`config.mk`:
```
export PLATFORM = sky130hd
export DESIGN_NAME = spi_peripheral_flat
export DESIGN_NICKNAME = d
export VERILOG_FILES = /design/src/rtl/spi_regs_pkg.sv /design/src/rtl/spi_peripheral_if.sv /design/src/rtl/spi_sync.sv /design/src/rtl/spi_peripheral.sv /design/src/flat_wrapper.sv
export SDC_FILE = /design/constraint.sdc
export NUM_CORES = 1
export LEC_CHECK = 0
export CAP_MARGIN = 20
export CORE_AREA = 2 2 120 64
export DETAILED_ROUTE_END_ITERATION = 12
export DIE_AREA = 0 0 122 66
export PLACE_DENSITY = 0.73
export SLEW_MARGIN = 20
export SYNTH_ARGS = -nofsm -noshare
export SYNTH_HDL_FRONTEND = slang
export SYNTH_HIERARCHICAL = 1
export SYNTH_SLANG_ARGS = --single-unit
```
`constraint.sdc`:
```
create_clock -name clk -period 1.9 [get_ports clk]
set_input_delay 0.38 -clock clk [delete_from_list [all_inputs] [get_ports clk]]
set_output_delay 0.38 -clock clk [all_outputs]
set_load 0.05 [all_outputs]
```
`src/rtl/spi_regs_pkg.sv`:
```
// Shared constants and types for the SPI register-file front end of the PWM peripheral.
package spi_regs_pkg;

  localparam logic [6:0] ADDR_OUT_LO = 7'h00;
  localparam logic [6:0] ADDR_OUT_HI = 7'h01;
  localparam logic [6:0] ADDR_PWM_LO = 7'h02;
  localparam logic [6:0] ADDR_PWM_HI = 7'h03;
  localparam logic [6:0] ADDR_DUTY   = 7'h04;

  localparam int FRAME_BITS = 16;
  localparam int NUM_REGS   = 5;

  typedef enum logic [1:0] {
    IDLE   = 2'd0,
    ACTIVE = 2'd1,
    COMMIT = 2'd2
  } spi_state_e;

  // A frame is a write only if the R/W bit is set and the address is implemented.
  function automatic logic frame_is_write(input logic [15:0] frame, input logic [6:0] max_addr);
    return frame[15] && (frame[14:8] <= max_addr);
  endfunction

endpackage

```
`src/rtl/spi_peripheral_if.sv`:
```
// SPI pins plus the register outputs and FSM debug state of the PWM register front end.
interface spi_peripheral_if;
  import spi_regs_pkg::*;

  // SPI pins are driven by the external controller; ncs/sclk/copi are asynchronous to clk.
  // No valid/ready handshake exists here: wr_strobe is a one-cycle pulse qualifying
  // the register outputs, which are registered and hold their value between writes.
  logic       sclk;
  logic       copi;
  logic       ncs;
  logic [7:0] en_reg_out_7_0;
  logic [7:0] en_reg_out_15_8;
  logic [7:0] en_reg_pwm_7_0;
  logic [7:0] en_reg_pwm_15_8;
  logic [7:0] pwm_duty_cycle;
  logic       wr_strobe;
  spi_state_e state;

  modport slave (
    input  sclk, copi, ncs,
    output en_reg_out_7_0, en_reg_out_15_8, en_reg_pwm_7_0, en_reg_pwm_15_8,
           pwm_duty_cycle, wr_strobe, state
  );

  modport master (
    output sclk, copi, ncs,
    input  en_reg_out_7_0, en_reg_out_15_8, en_reg_pwm_7_0, en_reg_pwm_15_8,
           pwm_duty_cycle, wr_strobe, state
  );

endinterface

```
`src/rtl/spi_sync.sv`:
```
// Multi-flop synchronizer for one asynchronous input, with a selectable reset value.
module spi_sync #(
  parameter int   STAGES    = 2,
  parameter logic RESET_VAL = 1'b0
) (
  input  logic clk,
  input  logic rst_n,
  input  logic d,
  output logic q
);

  logic [STAGES-1:0] chain;

  always_ff @(posedge clk or negedge rst_n) begin
    if (!rst_n) begin
      chain <= {STAGES{RESET_VAL}};
    end else begin
      chain[0] <= d;
      for (int i = 1; i < STAGES; i++) begin
        chain[i] <= chain[i-1];
      end
    end
  end

  assign q = chain[STAGES-1];

endmodule

```
`src/rtl/spi_peripheral.sv`:
```
// SPI mode-0 write-only receiver that loads the five 8-bit PWM control registers.
module spi_peripheral
  import spi_regs_pkg::*;
#(
  parameter logic [6:0] MAX_ADDR    = 7'h04,
  parameter int         SYNC_STAGES = 2
) (
  input  logic             clk,
  input  logic             rst_n,
  spi_peripheral_if.slave  bus
);

  localparam logic [4:0] FRAME_CNT = 5'(FRAME_BITS);
  localparam logic [7:0] SETTLE    = 8'(SYNC_STAGES + 1);

  logic ncs_s, sclk_s, copi_s;
  logic ncs_prev, sclk_prev;
  logic ncs_fall, ncs_rise, sclk_rise;
  logic [7:0] settle_cnt;
  logic settled;

  spi_sync #(.STAGES(SYNC_STAGES), .RESET_VAL(1'b1)) u_sync_ncs (
    .clk(clk), .rst_n(rst_n), .d(bus.ncs), .q(ncs_s)
  );
  spi_sync #(.STAGES(SYNC_STAGES), .RESET_VAL(1'b0)) u_sync_sclk (
    .clk(clk), .rst_n(rst_n), .d(bus.sclk), .q(sclk_s)
  );
  spi_sync #(.STAGES(SYNC_STAGES), .RESET_VAL(1'b0)) u_sync_copi (
    .clk(clk), .rst_n(rst_n), .d(bus.copi), .q(copi_s)
  );

  always_ff @(posedge clk or negedge rst_n) begin
    if (!rst_n) begin
      ncs_prev  <= 1'b1;
      sclk_prev <= 1'b0;
    end else begin
      ncs_prev  <= ncs_s;
      sclk_prev <= sclk_s;
    end
  end

  // The ncs chain resets high, so a controller still holding ncs low at reset release
  // would look like a fresh falling edge; edges are ignored until the chain has flushed.
  always_ff @(posedge clk or negedge rst_n) begin
    if (!rst_n) begin
      settle_cnt <= '0;
    end else if (!settled) begin
      settle_cnt <= settle_cnt + 8'd1;
    end
  end

  assign settled   = (settle_cnt == SETTLE);
  assign ncs_fall  = settled & ncs_prev & ~ncs_s;
  assign ncs_rise  = settled & ~ncs_prev & ncs_s;
  assign sclk_rise = sclk_s & ~sclk_prev;

  spi_state_e state_q, state_d;
  logic clear_frame, shift_en, commit;

  always_ff @(posedge clk or negedge rst_n) begin
    if (!rst_n) begin
      state_q <= IDLE;
    end else begin
      state_q <= state_d;
    end
  end

  always_comb begin
    state_d     = state_q;
    clear_frame = 1'b0;
    shift_en    = 1'b0;
    commit      = 1'b0;
    case (state_q)
      IDLE: begin
        if (ncs_fall) begin
          clear_frame = 1'b1;
          state_d     = ACTIVE;
        end
      end
      ACTIVE: begin
        if (ncs_rise) begin
          state_d = COMMIT;
        end else if (sclk_rise) begin
          shift_en = 1'b1;
        end
      end
      COMMIT: begin
        commit  = 1'b1;
        state_d = IDLE;
      end
      default: state_d = IDLE;
    endcase
  end

  logic [15:0] shift_q;
  logic [4:0]  bit_cnt;
  logic        overrun;

  // The counter saturates at 16; overrun remembers that extra bits arrived so that a
  // long frame is rejected even though the count alone looks complete.
  always_ff @(posedge clk or negedge rst_n) begin
    if (!rst_n) begin
      shift_q <= '0;
      bit_cnt <= '0;
      overrun <= 1'b0;
    end else if (clear_frame) begin
      shift_q <= '0;
      bit_cnt <= '0;
      overrun <= 1'b0;
    end else if (shift_en) begin
      if (bit_cnt < FRAME_CNT) begin
        shift_q <= {shift_q[14:0], copi_s};
        bit_cnt <= bit_cnt + 5'd1;
      end else begin
        overrun <= 1'b1;
      end
    end
  end

  logic write_ok;
  assign write_ok = commit && (bit_cnt == FRAME_CNT) && !overrun &&
                    frame_is_write(shift_q, MAX_ADDR);

  logic [7:0] regs_q [NUM_REGS];
  logic       wr_strobe_q;

  always_ff @(posedge clk or negedge rst_n) begin
    if (!rst_n) begin
      for (int i = 0; i < NUM_REGS; i++) begin
        regs_q[i] <= '0;
      end
      wr_strobe_q <= 1'b0;
    end else begin
      wr_strobe_q <= write_ok;
      if (write_ok) begin
        case (shift_q[14:8])
          ADDR_OUT_LO: regs_q[0] <= shift_q[7:0];
          ADDR_OUT_HI: regs_q[1] <= shift_q[7:0];
          ADDR_PWM_LO: regs_q[2] <= shift_q[7:0];
          ADDR_PWM_HI: regs_q[3] <= shift_q[7:0];
          ADDR_DUTY:   regs_q[4] <= shift_q[7:0];
          default: ;
        endcase
      end
    end
  end

  assign bus.en_reg_out_7_0  = regs_q[0];
  assign bus.en_reg_out_15_8 = regs_q[1];
  assign bus.en_reg_pwm_7_0  = regs_q[2];
  assign bus.en_reg_pwm_15_8 = regs_q[3];
  assign bus.pwm_duty_cycle  = regs_q[4];
  assign bus.wr_strobe       = wr_strobe_q;
  assign bus.state           = state_q;

endmodule

```
`src/flat_wrapper.sv`:
```
// flat-port wrapper written by rule: the top's interface ports become plain ports
module spi_peripheral_flat import spi_regs_pkg::*;
#(
  parameter logic [6:0] MAX_ADDR    = 7'h04,
  parameter int         SYNC_STAGES = 2
)
  (clk, rst_n, bus_sclk, bus_copi, bus_ncs, bus_en_reg_out_7_0, bus_en_reg_out_15_8, bus_en_reg_pwm_7_0, bus_en_reg_pwm_15_8, bus_pwm_duty_cycle, bus_wr_strobe, bus_state);
  spi_peripheral_if bus_i ();
  input  logic clk;
  input  logic rst_n;
  input wire logic [$bits(bus_i.sclk)-1:0] bus_sclk;
  input wire logic [$bits(bus_i.copi)-1:0] bus_copi;
  input wire logic [$bits(bus_i.ncs)-1:0] bus_ncs;
  output wire logic [$bits(bus_i.en_reg_out_7_0)-1:0] bus_en_reg_out_7_0;
  output wire logic [$bits(bus_i.en_reg_out_15_8)-1:0] bus_en_reg_out_15_8;
  output wire logic [$bits(bus_i.en_reg_pwm_7_0)-1:0] bus_en_reg_pwm_7_0;
  output wire logic [$bits(bus_i.en_reg_pwm_15_8)-1:0] bus_en_reg_pwm_15_8;
  output wire logic [$bits(bus_i.pwm_duty_cycle)-1:0] bus_pwm_duty_cycle;
  output wire logic [$bits(bus_i.wr_strobe)-1:0] bus_wr_strobe;
  output wire logic [$bits(bus_i.state)-1:0] bus_state;
  assign bus_i.sclk = bus_sclk;
  assign bus_i.copi = bus_copi;
  assign bus_i.ncs = bus_ncs;
  assign bus_en_reg_out_7_0 = bus_i.en_reg_out_7_0;
  assign bus_en_reg_out_15_8 = bus_i.en_reg_out_15_8;
  assign bus_en_reg_pwm_7_0 = bus_i.en_reg_pwm_7_0;
  assign bus_en_reg_pwm_15_8 = bus_i.en_reg_pwm_15_8;
  assign bus_pwm_duty_cycle = bus_i.pwm_duty_cycle;
  assign bus_wr_strobe = bus_i.wr_strobe;
  assign bus_state = bus_i.state;
  spi_peripheral #(.MAX_ADDR(MAX_ADDR), .SYNC_STAGES(SYNC_STAGES)) u_core (.clk(clk), .rst_n(rst_n), .bus(bus_i));
endmodule
```
==> results <==
## final cells by class
| type | count | area, um^2 | share of cell area [%] |
|---|---|---|---|
| Sequential cell | 81 | 2030 | 44.6 |
| Clock inverter | 3 | 65.1 | 1.43 |
| Clock buffer | 13 | 250 | 5.49 |
| Inverter | 4 | 15.0 | 0.329 |
| Tap cell | 96 | 120 | 2.63 |
| Timing Repair Buffer | 82 | 778 | 17.1 |
| Multi-Input combinational cell | 150 | 1300 | 28.5 |
## cell families after synthesis
logic type                 Yosys count
adders and majority gates            3
DFF                                 81
buffers and inverters               13
xor gates and xnor gates             8
and+or+nand+nor                     71
AOI/OAI and AO/OA                   26
muxes                               42
## registers in the layout, summed over array words and instances, names as in the netlist
register / flops
u_core/bit_cnt: 5
u_core/bus.en_reg_out_15_8: 8
u_core/bus.en_reg_out_7_0: 8
u_core/bus.en_reg_pwm_15_8: 8
u_core/bus.en_reg_pwm_7_0: 8
u_core/bus.pwm_duty_cycle: 8
u_core/bus.state: 2
u_core/bus.wr_strobe: 1
u_core/ncs_prev: 1
u_core/overrun: 1
u_core/sclk_prev: 1
u_core/settle_cnt: 8
u_core/shift_q: 16
u_core/u_sync_copi/chain: 2
u_core/u_sync_ncs/chain: 2
u_core/u_sync_sclk/chain: 2
## metal layers
metal  track usage (%)  share of wire, %  vias to the layer above
met1              30.5                50                     1136
met4              5.60               1.4                        0
met5                 0                 0                        -
met3              8.53               8.6                       13
met2              26.5                40                       87
li1                  -                 -                     1037
## cells in the mapped netlist (all sizes together)
library cell / n
xor2: 1
nand3: 24
nor2: 4
ha: 3
and4bb: 1
buf: 1
dfrtp: 78
nor2b: 4
and2: 1
and4: 1
a22o: 1
nand4: 2
o21ai: 17
dfstp: 3
nand2: 18
mux2: 42
clkbuf: 8
o211a: 1
nand2b: 2
and3: 4
nor3: 2
xnor2: 7
nor3b: 2
a21oi: 2
nor4: 1
inv: 4
a41oi: 1
a31oi: 2
nor4b: 5
a21o: 1
o31ai: 1
## critical path: cells and delay by family (launching register included)
kind / cells / cell delay (ps)
adders and majority gates: 1 / 120
muxes: 1 / 310
buffers and inverters: 2 / 240
DFF: 1 / 400
and+or+nand+nor: 3 / 740
## power by group through the flow
stage	combinational (mW)	clock, mW	sequential, mW
floorplan	0.117	0	1.86
global placement	0.292	0	1.85
detailed placement	0.301	0	1.85
CTS	0.308	1.87	1.82
finish	0.327	1.83	1.82
global route	0.357	1.96	1.82
## repair_timing
item,4_1_cts,5_1_grt
resized for setup,2,49
hold buffers,1,0
pin swaps,1,4
buffers inserted,0,2
setup endpoints to repair,4,52
endpoints found under the hold margin,26,0
## path summary, 6_finish.rpt
kind / startpoint / to / slack [ps] / depth (start not counted)
setup / recovery: u_core/bit_cnt[0]$_DFFE_PN0P_ / u_core/bus.en_reg_out_15_8[5]$_DFFE_PN0P_ / -30 / 7
hold / removal: u_core/u_sync_sclk/chain[0]$_DFF_PN0_ / u_core/u_sync_sclk/chain[1]$_DFF_PN0_ / 350 / 0
setup reg to reg: u_core/bit_cnt[0]$_DFFE_PN0P_ / u_core/bus.en_reg_out_15_8[5]$_DFFE_PN0P_ / -30 / 7
hold reg to reg: u_core/u_sync_sclk/chain[0]$_DFF_PN0_ / u_core/u_sync_sclk/chain[1]$_DFF_PN0_ / 350 / 0
max in group asynchronous: rst_n / u_core/bus.en_reg_pwm_15_8[7]$_DFFE_PN0P_ / 810 / 3
min in group asynchronous: rst_n / u_core/bus.en_reg_pwm_7_0[2]$_DFFE_PN0P_ / 520 / 2
## per-stage QoR
step | utilization (%) | cell area [um^2] | setup WS (ps) | TNS (ps) | hold WS [ps]
after floorplan | - | 3280 | -6.27 | -49.6 | 84.4
after global placement | 57.8 | 4060 | 68.2 | 0 | 332
after detailed placement | 57.8 | 4060 | 23.0 | 0 | 335
after CTS | 62.4 | 4380 | 3.04 | 0 | 348
after global routing | 65.0 | 4560 | -111 | -1780 | 353
final | 65.0 | 4560 | -30.5 | -235 | 347
==> key figures <==
Status
  • Outcome: complete, but fails checks
  • Failing checks: setup timing

Logic synthesis
  • #FFs+latches synth: approximately 80
  • Adder-cell share of the synthesized area: 1.15%
  • Post-synthesis xor/xnor area fraction: under 10%
  • Synth Area in Simple Gates: 13.8%
  • Synth Area in Compound Gates: between 4 and 5%
  • Synth warn: 6
  • Mux cell area share after synthesis: between 10% and 20%
  • Largest area contributor in the netlist: dfrtp_1
  • Synthesized area: roughly 3300 um^2
  • Area contributors post-synth: dfrtp_1 (60%), mux2_2 (13%), nand3_1 (3.7%)
  • Netlist cell types: 37
  • Post-synthesis average cell area: ~13 um^2
  • Main combinational cell family by area after synthesis: multiplexers
  • Seq/Total Area, Yosys: about 62%
  • Synth Instances: between 200 and 250
  • Synth Net Count: between 200 and 300
  • Synth top area share: 59.8%

Timing
  • Worst slew pin tran: 535 ps
  • Final WS setup: -30.5 ps
  • Final Max Slew Viols: 0
  • Final setup vio count: 15
  • Worst slew margin: between 60% and 70%
  • Unrepaired setup endpoints after global routing: true
  • Final period util: 102%
  • Final min period: ~1900 ps
  • Final Hold Fails: 0
  • Skew final: between 5 and 6 ps
  • Fmax: ~520 MHz

Floorplan
  • Die Y: about 66 um
  • Die W: around 120 um
  • Starting Density: 46.5%
  • Core footprint: ~7000 um^2
  • Standard-cell row count: 22
  • IO Pins: 48
  • Die footprint: 8050 um^2

Power and ir drop
  • Sequential power share: a little under half
  • Cell internal pwr: 3.09 mW
  • Leakage: roughly 2.5 nW
  • Power, Total: around 4.0 mW
  • Peak supply drop: between 0.0006 and 0.0007 V
  • Sw frac: between 20% and 30%
  • Comb power frac: ~8.2%
  • Pwr dens: about 870 nW/um^2
  • Clock power frac: between 40 and 50%
  • NetSw: a little under 0.9 mW

Critical path
  • Req. time, crit path: ~2100 ps
  • Endpoint class of the critical path: flop
  • CP peak stage delay: 400 ps
  • Crit-path cells: inv_2 -> ha_4 -> and4bb_2 -> nand4_4 -> nor3b_4 -> buf_6 -> mux2_4
  • Worst endpoint data arrival time: approximately 2200 ps
  • Worst path slowest cell: dfrtp_1
  • Crit Path Class: flop to flop
  • Maximum fanout along the worst path: 4
  • Crit path launch type: flop

GRT
  • GRT Util Overall: between 20% and 30%
  • Largest net degree at the start of global routing: 36
  • Global-route wire length before repair: ~12000 um
  • GR Overflow Total: 0
  • Number of global-route vias before repair: 2212
  • Antenna violations before repair: 0

Layout
  • Layout area overhead: 39.8%
  • ANT cells: 0
  • # nets final: approximately 340
  • Most frequent cells in the layout: dfrtp_1 (76), buf_4 (48), nand3_1 (24), mux2_2 (21), mux2_4 (21)
  • Fraction of layout cells with a size suffix above 1: approximately two fifths
  • Most common cell after layout, fill and taps aside: dfrtp_1
  • Fillcell total: 511
  • Fin cells: around 430

Placement
  • Inst Count DP: roughly 400
  • Post-DP HPWL: about 5000 um
  • Port Buffers: between 40 and 50
  • Final GP Congestion: ~0.8

Clock network
  • CTS buffer count: 9
  • Worst-path clk slew: 60 ps
  • CTS sink count: 81
  • Worst-Skew Late Latency: roughly 340 ps
  • CTS root buffer: clkbuf_16
  • Clock Path Buffers: 2
  • CTS HTree Levels: 3
  • CTS tree: yes

Detailed routing
  • TritonRoute pass-1 iters: 4
  • Post-Route WL: approximately 7600 um
  • Vias: about 2300
  • Antenna-violating nets left: 0
  • Residual DRC: 0
  • Number of vias per cell: 5.30
  • Iter 0 DRT Violations: between 200 and 250
  • Routed length per instance: roughly 18 um

Worst hold path
  • Hold Path Class: flop to flop

Run
  • Max-cap violations: 0
Note: power is estimated with default switching activity, not from simulation.
